`config.mk`:
```
export PLATFORM = sky130hd
export DESIGN_NAME = fifo_rd_streamer
export DESIGN_NICKNAME = d
export VERILOG_FILES = /design/src/rtl/fifo_pkg.sv /design/src/rtl/fifo_skid_buf.sv /design/src/rtl/fifo_rd_streamer.sv
export SDC_FILE = /design/constraint.sdc
export NUM_CORES = 1
export LEC_CHECK = 0
export BUFFER_PORTS_ARGS = -buffer_cell sky130_fd_sc_hd__buf_4
export CAP_MARGIN = 10
export CORE_MARGIN = 5
export CORE_UTILIZATION = 45
export DETAILED_ROUTE_END_ITERATION = 10
export GPL_TIMING_DRIVEN = 0
export PLACE_DENSITY_LB_ADDON = 0.2
export SETUP_SLACK_MARGIN = 0.15
export SLEW_MARGIN = 20
export SYNTH_ARGS = -nofsm -noshare
export SYNTH_HDL_FRONTEND = slang
export SYNTH_SLANG_ARGS = --single-unit
```
`constraint.sdc`:
```
create_clock -name rd_clk -period 4.8 [get_ports rd_clk]
set_clock_uncertainty 0.05 [all_clocks]
set_input_delay 0.48 -clock rd_clk [delete_from_list [all_inputs] [get_ports rd_clk]]
set_output_delay 0.48 -clock rd_clk [all_outputs]
set_load 0.01 [all_outputs]
```
`src/rtl/fifo_pkg.sv`:
```
// Shared definitions for the FIFO read streamer: FSM state encoding and skid-buffer depth.
package fifo_pkg;

    localparam int unsigned SkidDepth = 2;

    typedef enum logic [1:0] {
        StIdle,
        StBurst,
        StDrain
    } rd_state_e;

endpackage

```
`src/rtl/fifo_skid_buf.sv`:
```
// Two-entry skid buffer with valid/ready on both sides; absorbs the FIFO's one-cycle
// read latency so the stream can be stalled without losing words already popped.
module fifo_skid_buf
    import fifo_pkg::*;
#(
    parameter int unsigned DataWidth = 8
) (
    input  logic                 clk_i,
    input  logic                 rst_ni,
    input  logic                 in_valid_i,
    output logic                 in_ready_o,
    input  logic [DataWidth-1:0] in_data_i,
    output logic                 out_valid_o,
    input  logic                 out_ready_i,
    output logic [DataWidth-1:0] out_data_o,
    output logic [1:0]           level_o
);

    logic [DataWidth-1:0] mem_q [SkidDepth];
    logic [DataWidth-1:0] mem_d [SkidDepth];
    logic                 wr_ptr_q, wr_ptr_d;
    logic                 rd_ptr_q, rd_ptr_d;
    logic [1:0]           level_q, level_d;
    logic                 push, pop;

    assign out_valid_o = (level_q != 2'd0);
    assign out_data_o  = mem_q[rd_ptr_q];
    assign level_o     = level_q;
    assign pop         = out_valid_o && out_ready_i;
    // A slot vacated by this cycle's pop may be refilled in the same cycle.
    assign in_ready_o  = (level_q < 2'(SkidDepth)) || pop;
    assign push        = in_valid_i && in_ready_o;

    always_comb begin
        mem_d    = mem_q;
        wr_ptr_d = wr_ptr_q;
        rd_ptr_d = rd_ptr_q;
        if (push) begin
            mem_d[wr_ptr_q] = in_data_i;
            wr_ptr_d        = ~wr_ptr_q;
        end
        if (pop) begin
            rd_ptr_d = ~rd_ptr_q;
        end
        level_d = level_q + 2'(push) - 2'(pop);
    end

    always_ff @(posedge clk_i) begin
        if (!rst_ni) begin
            mem_q    <= '{default: '0};
            wr_ptr_q <= 1'b0;
            rd_ptr_q <= 1'b0;
            level_q  <= 2'd0;
        end else begin
            mem_q    <= mem_d;
            wr_ptr_q <= wr_ptr_d;
            rd_ptr_q <= rd_ptr_d;
            level_q  <= level_d;
        end
    end

endmodule

```
`src/rtl/fifo_rd_streamer.sv`:
```
// Pops a requested number of words from a FIFO read port and presents them as a
// valid/ready stream, marking the final word and pulsing done when the burst completes.
module fifo_rd_streamer
    import fifo_pkg::*;
#(
    parameter int unsigned DATA_WIDTH = 8,
    parameter int unsigned LEN_WIDTH  = 8
) (
    input  logic                  rd_clk,
    input  logic                  reset_n,
    input  logic                  start,
    input  logic [LEN_WIDTH-1:0]  burst_len,
    input  logic                  fifo_empty,
    output logic                  fifo_rd_en,
    input  logic [DATA_WIDTH-1:0] fifo_rd_data,
    output logic                  m_valid,
    input  logic                  m_ready,
    output logic [DATA_WIDTH-1:0] m_data,
    output logic                  m_last,
    output logic                  busy,
    output logic                  done
);

    rd_state_e            state_q, state_d;
    logic [LEN_WIDTH-1:0] issue_q, issue_d;
    logic [LEN_WIDTH-1:0] accept_q, accept_d;
    logic                 inflight_q;
    logic                 done_q, done_d;
    logic                 skid_in_ready;
    logic [1:0]           level;
    logic [1:0]           occupancy;
    logic                 hs;

    fifo_skid_buf #(
        .DataWidth (DATA_WIDTH)
    ) u_skid (
        .clk_i       (rd_clk),
        .rst_ni      (reset_n),
        .in_valid_i  (inflight_q),
        .in_ready_o  (skid_in_ready),
        .in_data_i   (fifo_rd_data),
        .out_valid_o (m_valid),
        .out_ready_i (m_ready),
        .out_data_o  (m_data),
        .level_o     (level)
    );

    assign hs = m_valid && m_ready;
    // Buffered words counted after this cycle's handshake, so a draining buffer keeps
    // issuing back-to-back and the stream sustains one word per cycle.
    assign occupancy  = level - 2'(hs) + 2'(inflight_q);
    assign fifo_rd_en = reset_n && (state_q == StBurst) && !fifo_empty
                        && (issue_q != '0) && (occupancy < 2'(SkidDepth)) && skid_in_ready;

    assign m_last = m_valid && (accept_q == LEN_WIDTH'(1));
    assign busy   = (state_q != StIdle);
    assign done   = done_q;

    always_comb begin
        state_d  = state_q;
        issue_d  = issue_q;
        accept_d = accept_q;
        done_d   = 1'b0;
        if (fifo_rd_en) begin
            issue_d = issue_q - LEN_WIDTH'(1);
        end
        if (hs && (state_q != StIdle)) begin
            accept_d = accept_q - LEN_WIDTH'(1);
        end
        unique case (state_q)
            StIdle: begin
                if (start) begin
                    if (burst_len == '0) begin
                        done_d = 1'b1;
                    end else begin
                        issue_d  = burst_len;
                        accept_d = burst_len;
                        state_d  = StBurst;
                    end
                end
            end
            StBurst: begin
                if (issue_d == '0) begin
                    state_d = StDrain;
                end
            end
            StDrain: begin
                if (hs && (accept_q == LEN_WIDTH'(1))) begin
                    state_d = StIdle;
                    done_d  = 1'b1;
                end
            end
            default: state_d = StIdle;
        endcase
    end

    always_ff @(posedge rd_clk) begin
        if (!reset_n) begin
            state_q    <= StIdle;
            issue_q    <= '0;
            accept_q   <= '0;
            inflight_q <= 1'b0;
            done_q     <= 1'b0;
        end else begin
            state_q    <= state_d;
            issue_q    <= issue_d;
            accept_q   <= accept_d;
            inflight_q <= fifo_rd_en;
            done_q     <= done_d;
        end
    end

endmodule

```
* After elaboration in Yosys (flattened, before gate mapping) *
Cells that the tools add are included.

operators by class
  reductions and logical operators = 20
  equality and inequality tests = 7
  $mul = 0
  shift-type cells = 0
  $add $sub $neg = 6
  mux-type cells = 23
  $lt $le $gt $ge = 5
  div/mod/pow operators = 0
  bitwise logic cells = 4

operators by type and width
  operator                                                                number
  8-bit 2-to-1 mux                                                        12
  16-bit bitwise mux                                                      1
  8-bit logical NOT                                                       2
  8-bit by 1-bit subtractor with 8-bit output (second input constant)     2
  1-bit logical AND                                                       11
  8-bit demux with 1-bit select                                           1
  8-bit by 1-bit equality test with 1-bit output (second input constant)  1
  2-bit 2-to-1 mux                                                        4
  8-bit nonzero test                                                      1
  2-bit != test (second input constant)                                   3
  2-bit one-hot mux with 3 select lines                                   1
  2-bit by 1-bit adder with 2-bit output                                  2
  2-bit >= comparator (second input constant)                             2
  2-bit < comparator (second input constant)                              2
  1-bit inverter with 2-bit output                                        2
  4-bit AND reduction                                                     1
  2-bit nonzero test                                                      2
  2-bit by 1-bit subtractor with 2-bit output                             2
  1-bit 2-to-1 mux                                                        3
  2-bit by 1-bit equality test with 1-bit output (second input constant)  1
  2-bit equality test (second input constant)                             1
  2-bit logical NOT                                                       1
  2-bit by 1-bit < comparator with 1-bit output (second input constant)   1
  2-bit by 1-bit != test with 1-bit output (second input constant)        1
  4 further kinds                                                         5

storage, ports and cells
  bits in registers = 40
  memories = 0
  output and inout port bits = 13
  ROM bits = 0
  logic and storage cells = 75
  latch bits = 0
  input port bits = 21
  RAM bits = 0

* Longest topological paths before layout *
Gate-level depths: netlist of run 1.

  depth after elaboration = 11
  mapped depth = 11
  mapped depth without buffers = 11

* Modules after synthesis *
A second synthesis of run 1 with hierarchy kept.

unflattened totals
  cell total of the unflattened synthesis = 256
  area total of the unflattened synthesis = 2348.5 um^2

by module, submodules not included
  module            seq. area each (um^2)  times used  area each (um^2)  cells an instance
  fifo_rd_streamer  400.4                  1           1430.1            164
  fifo_skid_buf     400.4                  1           918.4             92

* Worst setup path before layout of run 1 *
Ideal clock, no wire load.

  path type = input to register
  from = input m_ready
  to = register state_q[1]
  arrival time = 2.292 ns
  stages on the path = 10
  setup slack = 2.339 ns
  data required time = 4.631 ns
  buffers on the path = 0
  cells stage by stage = o21ai_0 -> inv_1 -> ha_1 -> xor2_1 -> xnor2_1 -> nand3_4 -> o41ai_2 -> a22oi_1 -> and3_1 -> o221a_1

between the ends
  cells in the longest elaborated chain, start to end = 10
  elaborated cells on any way between the ends = 13

ends and longest elaborated chain
  element                                             line                     source
  from (decl)                                         fifo_rd_streamer.sv:17   input logic m_ready,
  1-bit logical AND (*)                               fifo_rd_streamer.sv:48   assign hs = m_valid && m_ready;
  via hs                                              fifo_rd_streamer.sv:32   logic hs;
  2-bit by 1-bit subtractor with 2-bit output         fifo_rd_streamer.sv:51   assign occupancy = level - 2'(hs) + 2'(inflight_q);
  2-bit by 1-bit adder with 2-bit output              fifo_rd_streamer.sv:51
  2-bit < comparator                                  fifo_rd_streamer.sv:53   && (issue_q != '0) && (occupancy < 2'(SkidDepth)) && skid_in_ready;
  1-bit logical AND (2 in a row)                      fifo_rd_streamer.sv:53
  8-bit 2-to-1 mux                                    fifo_rd_streamer.sv:64   if (fifo_rd_en) begin
  8-bit logical NOT                                   fifo_rd_streamer.sv:83   if (issue_d == '0) begin
  2-bit by 1-bit != test with 1-bit output (no line)  --
  4-bit AND reduction (no line) (*)                   --
  to (signal assigned)                                fifo_rd_streamer.sv:99   state_q <= StIdle;
  to (signal assigned)                                fifo_rd_streamer.sv:105  state_q <= state_d;
  to (decl)                                           fifo_rd_streamer.sv:24   rd_state_e state_q, state_d;

Mark *: on every way through the listed nets, which the timed path passes. The rest lies on a longest branch.
A chain may end at the register's enable or synchronous reset.

* Worst setup path after layout of run 1 *
  from = register u_skid.level_q[1] (netlist: u_skid.level_o[1])
  to = output fifo_rd_en

between the ends
  cells in the longest elaborated chain, start to end = 7
  elaborated cells on any way between the ends = 9

ends and longest elaborated chain
  element                                      line                    source
  from (decl)                                  fifo_skid_buf.sv:23     logic [1:0] level_q, level_d;
  from (signal assigned)                       fifo_skid_buf.sv:58     level_q <= level_d;
  2-bit nonzero test (*)                       fifo_skid_buf.sv:26     assign out_valid_o = (level_q != 2'd0);
  1-bit logical AND (*)                        fifo_rd_streamer.sv:48
  via hs                                       fifo_rd_streamer.sv:32
  2-bit by 1-bit subtractor with 2-bit output  fifo_rd_streamer.sv:51
  2-bit by 1-bit adder with 2-bit output       fifo_rd_streamer.sv:51
  2-bit < comparator                           fifo_rd_streamer.sv:53
  1-bit logical AND                            fifo_rd_streamer.sv:53
  1-bit logical AND (*)                        fifo_rd_streamer.sv:53
  to (decl)                                    fifo_rd_streamer.sv:14  output logic fifo_rd_en,

Marked as above.

==> results.cfg, run 1 <==
[timing]
fin_tns_setup_ps = 0
rsz0062_at_grt = no
finalHoldViolCount = 0
period_share = 0.585
fin_crit_ps = 2810
slew_headroom = 0.571
slew_violations = 0
fmax_mhz = 356
worstMarginPinSlew_ps = 642
setup_viol = 0

[cells_and_area]
post-route-util = 0.552
drive_gt1_frac = 0.216
antenna-diode-count = 0
layout_commonest_cell = dfxtp_1
area_growth_pct = 19.5
layout.nets = 309
mostFrequentLayoutCells = 40 x dfxtp_1, 34 x buf_4, 21 x nand2_1

[global_routing]
antenna_found_initial = 0
grt_max_degree = 13
grt_pass1_wl_um = 7920
grt_overflow = 0
grt.total_usage = 0.162
grt_pass1_vias = 1688

[synth]
seq_area_frac_synth = 0.370
ys.warnings.count = 0
synth-edff-count = 0
synth.distinct_cells = 45
synth-seq-cells = 40
syn-num-nets = 269
syn_area_sq_um = 2170
synthFlopType = dfxtp_1
synthArstFlopShare = 0
netlist_instances = 242
syn_avg_cell_area_sq_um = 8.95

[power_and_ir_drop]
powerDensity_nw_per_um2 = 403
p_leak_nw = 1.12
vdd_drop_max_mv = 0.204

[status]
outcome = finished, final reports clean

[die]
die_area_sq_um = 6300
rows = 25
die_x_um = 79.4
die_h_um = 79.4
num_io_pins = 34
coreArea_sq_um = 4690
start_util = 0.462

[detailed_routing]
drc = 0
vias = 1765
ant_nets = 0
drt-initial-drc-count = 39
routed_via_density = 5.24
wirelength_um = 4720
post_drt_wl_per_cell_um = 14.0
dr.pass1.iters = 4

[placement]
portBuffers = 33
gp_congestion = 0.809
dp_hpwl_um = 3560

[clock_tree]
postCtsSetupRepairBufs = 0
cts.sinks = 40
cts-root-buf = clkbuf_8
clk_pin_slew_ps = 80
htreeDepth = 2
cts_tree = yes
numCtsBuffers = 5
clk-insertion-delay-late_ps = 290
cts_hold_buf = 0
clockBufferDepth = 2
ctsResizeCount = 0

[worst_setup_path]
path_max_fanout = 9
crit_type = flop to output pin
cp.arrival_ps = 2280
crit_slowest_cell = dfxtp_1
critPathBufInv = 3
start_kind = flop
path_cells = o21ai_0 -> inv_1 -> ha_1 -> xor2_1 -> xnor2_1 -> nand3_4 -> inv_4 -> buf_4
critPathMaxStageDelay_ps = 360
cp.required_ps = 4270
endpoint_kind = output pin
critical-path-top-delay-family = XOR/XNOR gates

[hold_path]
hp-class = primary input to flop

[job]
cap_violations = 0
[path summary, 6_finish.rpt]
path	from	endpoint	slack, ps	cells after the start
worst min-delay path	fifo_rd_data[0]	u_skid.mem_q[0]	400	3
worst max-delay path	u_skid.level_o[1]	fifo_rd_en	1990	8
worst max register to register	u_skid.level_o[1]	state_q[1]	2040	10
worst min register to register	u_skid.mem_q[0]	u_skid.mem_q[0]	470	2
[worst register-to-register path: stages, from the launching register on]
cell and delay [ps]:
dfxtp_1 360, o21ai_0 330, inv_1 110, ha_1 210
xor2_1 190, xnor2_1 330, nand3_4 180, o41ai_2 320
a22oi_1 160, and3_1 220, o221a_1 210
[cell type report]
type,count,area (sq um)
timing repair buffer,33,248
fill,469,2100
clock inverter,2,35.0
sequential,40,801
multi-input combinational,182,1280
clock buffer,6,72.6
buffer,9,40.0
inverter,11,43.8
tap,54,67.6
[cell usage after synthesis (6+ instances only)]
cell | count | area share
dfxtp_1 | 40 | 0.37
and2_1 | 19 | 0.055
clkbuf_1 | 6 | 0.010
o21ai_0 | 19 | 0.044
mux2_2 | 8 | 0.042
mux2i_1 | 18 | 0.083
xnor2_1 | 8 | 0.032
xor2_1 | 8 | 0.032
ha_1 | 6 | 0.035
nand2_1 | 21 | 0.036
nor2_1 | 14 | 0.024
inv_1 | 10 | 0.017
nor2b_1 | 18 | 0.052
[metrics by stage]
stage          power (mW)  cell area [sq um]  cells  worst slack (ps)  hold slack [ps]
6_report             1.04               2590    337              1990              397
5_1_grt              1.11               2590    337              1850              408
4_1_cts              1.05               2590    337              1970              385
3_5_place_dp        0.780               2480    329              1940              455
3_3_place_gp        0.774               2480    329              1990              442
2_1_floorplan       0.674               2170    242              2340              428
[kinds of logic after synthesis]
family | Yosys count | synth area share
compound gates | 31 | 0.0924
xor+xnor | 16 | 0.0647
fa+ha+maj | 6 | 0.0346
buf+inv | 20 | 0.0387
flops | 40 | 0.370
mux | 26 | 0.125
simple gates | 103 | 0.275
[per-layer routing]
metal  track usage  share of wire  vias up
met4        0.0584          0.014        0
met3        0.0327          0.051        5
met2         0.279           0.49       44
met5             0              0        -
li1              -              -      906
met1         0.198           0.44      810
[registers in the layout, indices dropped and copies added (netlist names)]
signal,cells
u_skid.mem_q,16
accept_q,8
issue_q,8
state_q,2
u_skid.level_o,2
done,1
inflight_q,1
u_skid.rd_ptr_q,1
u_skid.wr_ptr_q,1
[power by group]
part	switching (mW)	leakage [nW]	total, mW	internal [mW]
sequential	0.0389	0.326	0.413	0.374
combinational	0.192	0.742	0.359	0.167
clock	0.116	0.0552	0.271	0.154
No activity file was read; power rests on OpenSTA's default activity.
==> inputs of run 2 (changes only) <==
Clock period 4.8 ns to 2.6 ns, I/O delays scaled along.
==> run 2 against run 1 <==
Combinational power rose by 110%. Worst hold slack got worse by 220 ps. Flip-flop and latch count is the same. Power is 93% higher. Sequential share of layout area down 0.81 points.
==> results.cfg, run 2 (synthesis gave the netlist of run 1 again) <==
[die]
die_x_um = 79.4
start_util = 0.462
coreArea_sq_um = 4690
rows = 25
num_io_pins = 34
die_h_um = 79.4
die_area_sq_um = 6300

[global_routing]
grt_pass1_vias = 1714
grt_pass1_wl_um = 8070
antenna_found_initial = 0
grt.total_usage = 0.166
grt_max_degree = 13
grt_overflow = 0

[cells_and_area]
finish.instance_area_sq_um = 2670
area_growth_pct = 23.3
antenna-diode-count = 0
regMostFlops = u_skid.mem_q
largest_reg_flops = 16
mostFrequentLayoutCells = 41 x buf_4, 39 x dfxtp_1, 21 x nand2_1
layout_commonest_cell = buf_4
largestRegisters = u_skid.mem_q: 16 flops, accept_q: 8 flops, issue_q: 8 flops
layout.nets = 316
drive_gt1_frac = 0.255

[timing]
slew_violations = 0
slew_headroom = 0.570
timing.final.ws_setup_ps = 286
finalHoldViolCount = 0
worstMarginPinSlew_ps = 644
fin_tns_setup_ps = 0
period_share = 0.890
holdWs_ps = 175
setup_viol = 0
fmax_mhz = 432
rsz0062_at_grt = no
fin_crit_ps = 2310

[worst_setup_path]
endpoint_kind = flop
crit_type = flop to flop
r2r_setup_slack_ps = 290
cp.required_ps = 2740
cp.arrival_ps = 2460
start_kind = flop
ff2ff_path_depth = 10
path_max_fanout = 4

[placement]
dpl_cell_area_sq_um = 2480
gp_congestion = 0.809
dp_hpwl_um = 3560
place_worst_setup_slack_ps = -155
portBuffers = 33

[clock_tree]
cts_tree = yes
clockBufferDepth = 2
cts-root-buf = clkbuf_8
cts_hold_buf = 0
cts.sinks = 40
clk-insertion-delay-late_ps = 290
numCtsBuffers = 5
htreeDepth = 2
clk_pin_slew_ps = 80

[detailed_routing]
ant_nets = 0
post_drt_wl_per_cell_um = 14.1
drc = 0
wirelength_um = 4840
drt-initial-drc-count = 60
vias = 1796
dr.pass1.iters = 6
routed_via_density = 5.22

[job]
cap_violations = 0

[power_and_ir_drop]
p_total_mw = 2.01
vdd_drop_max_mv = 0.378
p_leak_nw = 1.16
powerDensity_nw_per_um2 = 754

[hold_path]
hold_path_depth = 3
hp-class = primary input to flop

[status]
outcome = finished, final reports clean
-- run 2: changes by cell type in the layout (fill, tap and decap cells not counted), sizes merged --
cell and change:
inv -1, clkinv +1, buf +7
-- run 2: final cells by class --
class / instances / area [sq um]
Fill cell: 461 / 2020
Clock buffer: 6 / 72.6
Clock inverter: 2 / 35.0
Sequential cell: 40 / 805
Timing Repair Buffer: 40 / 300
Tap cell: 54 / 67.6
Multi-Input combinational cell: 182 / 1310
Buffer: 9 / 40.0
Inverter: 11 / 46.3
-- run 2: path summary, 6_finish.rpt --
path	start	endpoint
setup reg to reg	u_skid.level_o[1]	state_q[1]
setup / recovery	u_skid.level_o[1]	state_q[1]
hold / removal	fifo_rd_data[0]	u_skid.mem_q[0]
hold reg to reg	u_skid.mem_q[0]	u_skid.mem_q[0]
-- run 2: per-stage QoR --
step / utilization / cells
3_5_place_dp: 0.529 / 329
4_1_cts: 0.563 / 341
2_1_floorplan: - / 242
6_report: 0.570 / 344
5_1_grt: 0.570 / 344
3_3_place_gp: 0.529 / 329
-- run 2: what timing repair did --
item,CTS,global route
resized for setup,5,5
endpoints found under the hold margin,0,0
setup endpoints to repair,8,3
buffers inserted,4,3
pin swaps,3,5
-- run 2: critical path: stages, from the launching register on --
cell and delay [ps]:
dfxtp_4 370, o21ai_2 140, inv_1 80, ha_2 190
xor2_2 200, xnor2_2 260, nand3_4 140, o41ai_2 230
a22oi_1 150, and3_1 200, o221a_1 210
-- run 2: report_power, final --
| group | total (mW) | internal, mW | switching [mW] |
|---|---|---|---|
| clock | 0.500 | 0.285 | 0.215 |
| combinational | 0.741 | 0.364 | 0.377 |
| sequential | 0.773 | 0.695 | 0.0779 |
-- run 2: metal layers --
| layer | up-vias | wire, um | GRT usage |
|---|---|---|---|
| met4 | 0 | 73 | 0.0601 |
| met5 | - | 0 | 0 |
| met2 | 36 | 2370 | 0.281 |
| met3 | 8 | 215 | 0.0395 |
| li1 | 918 | - | - |
| met1 | 834 | 2180 | 0.204 |
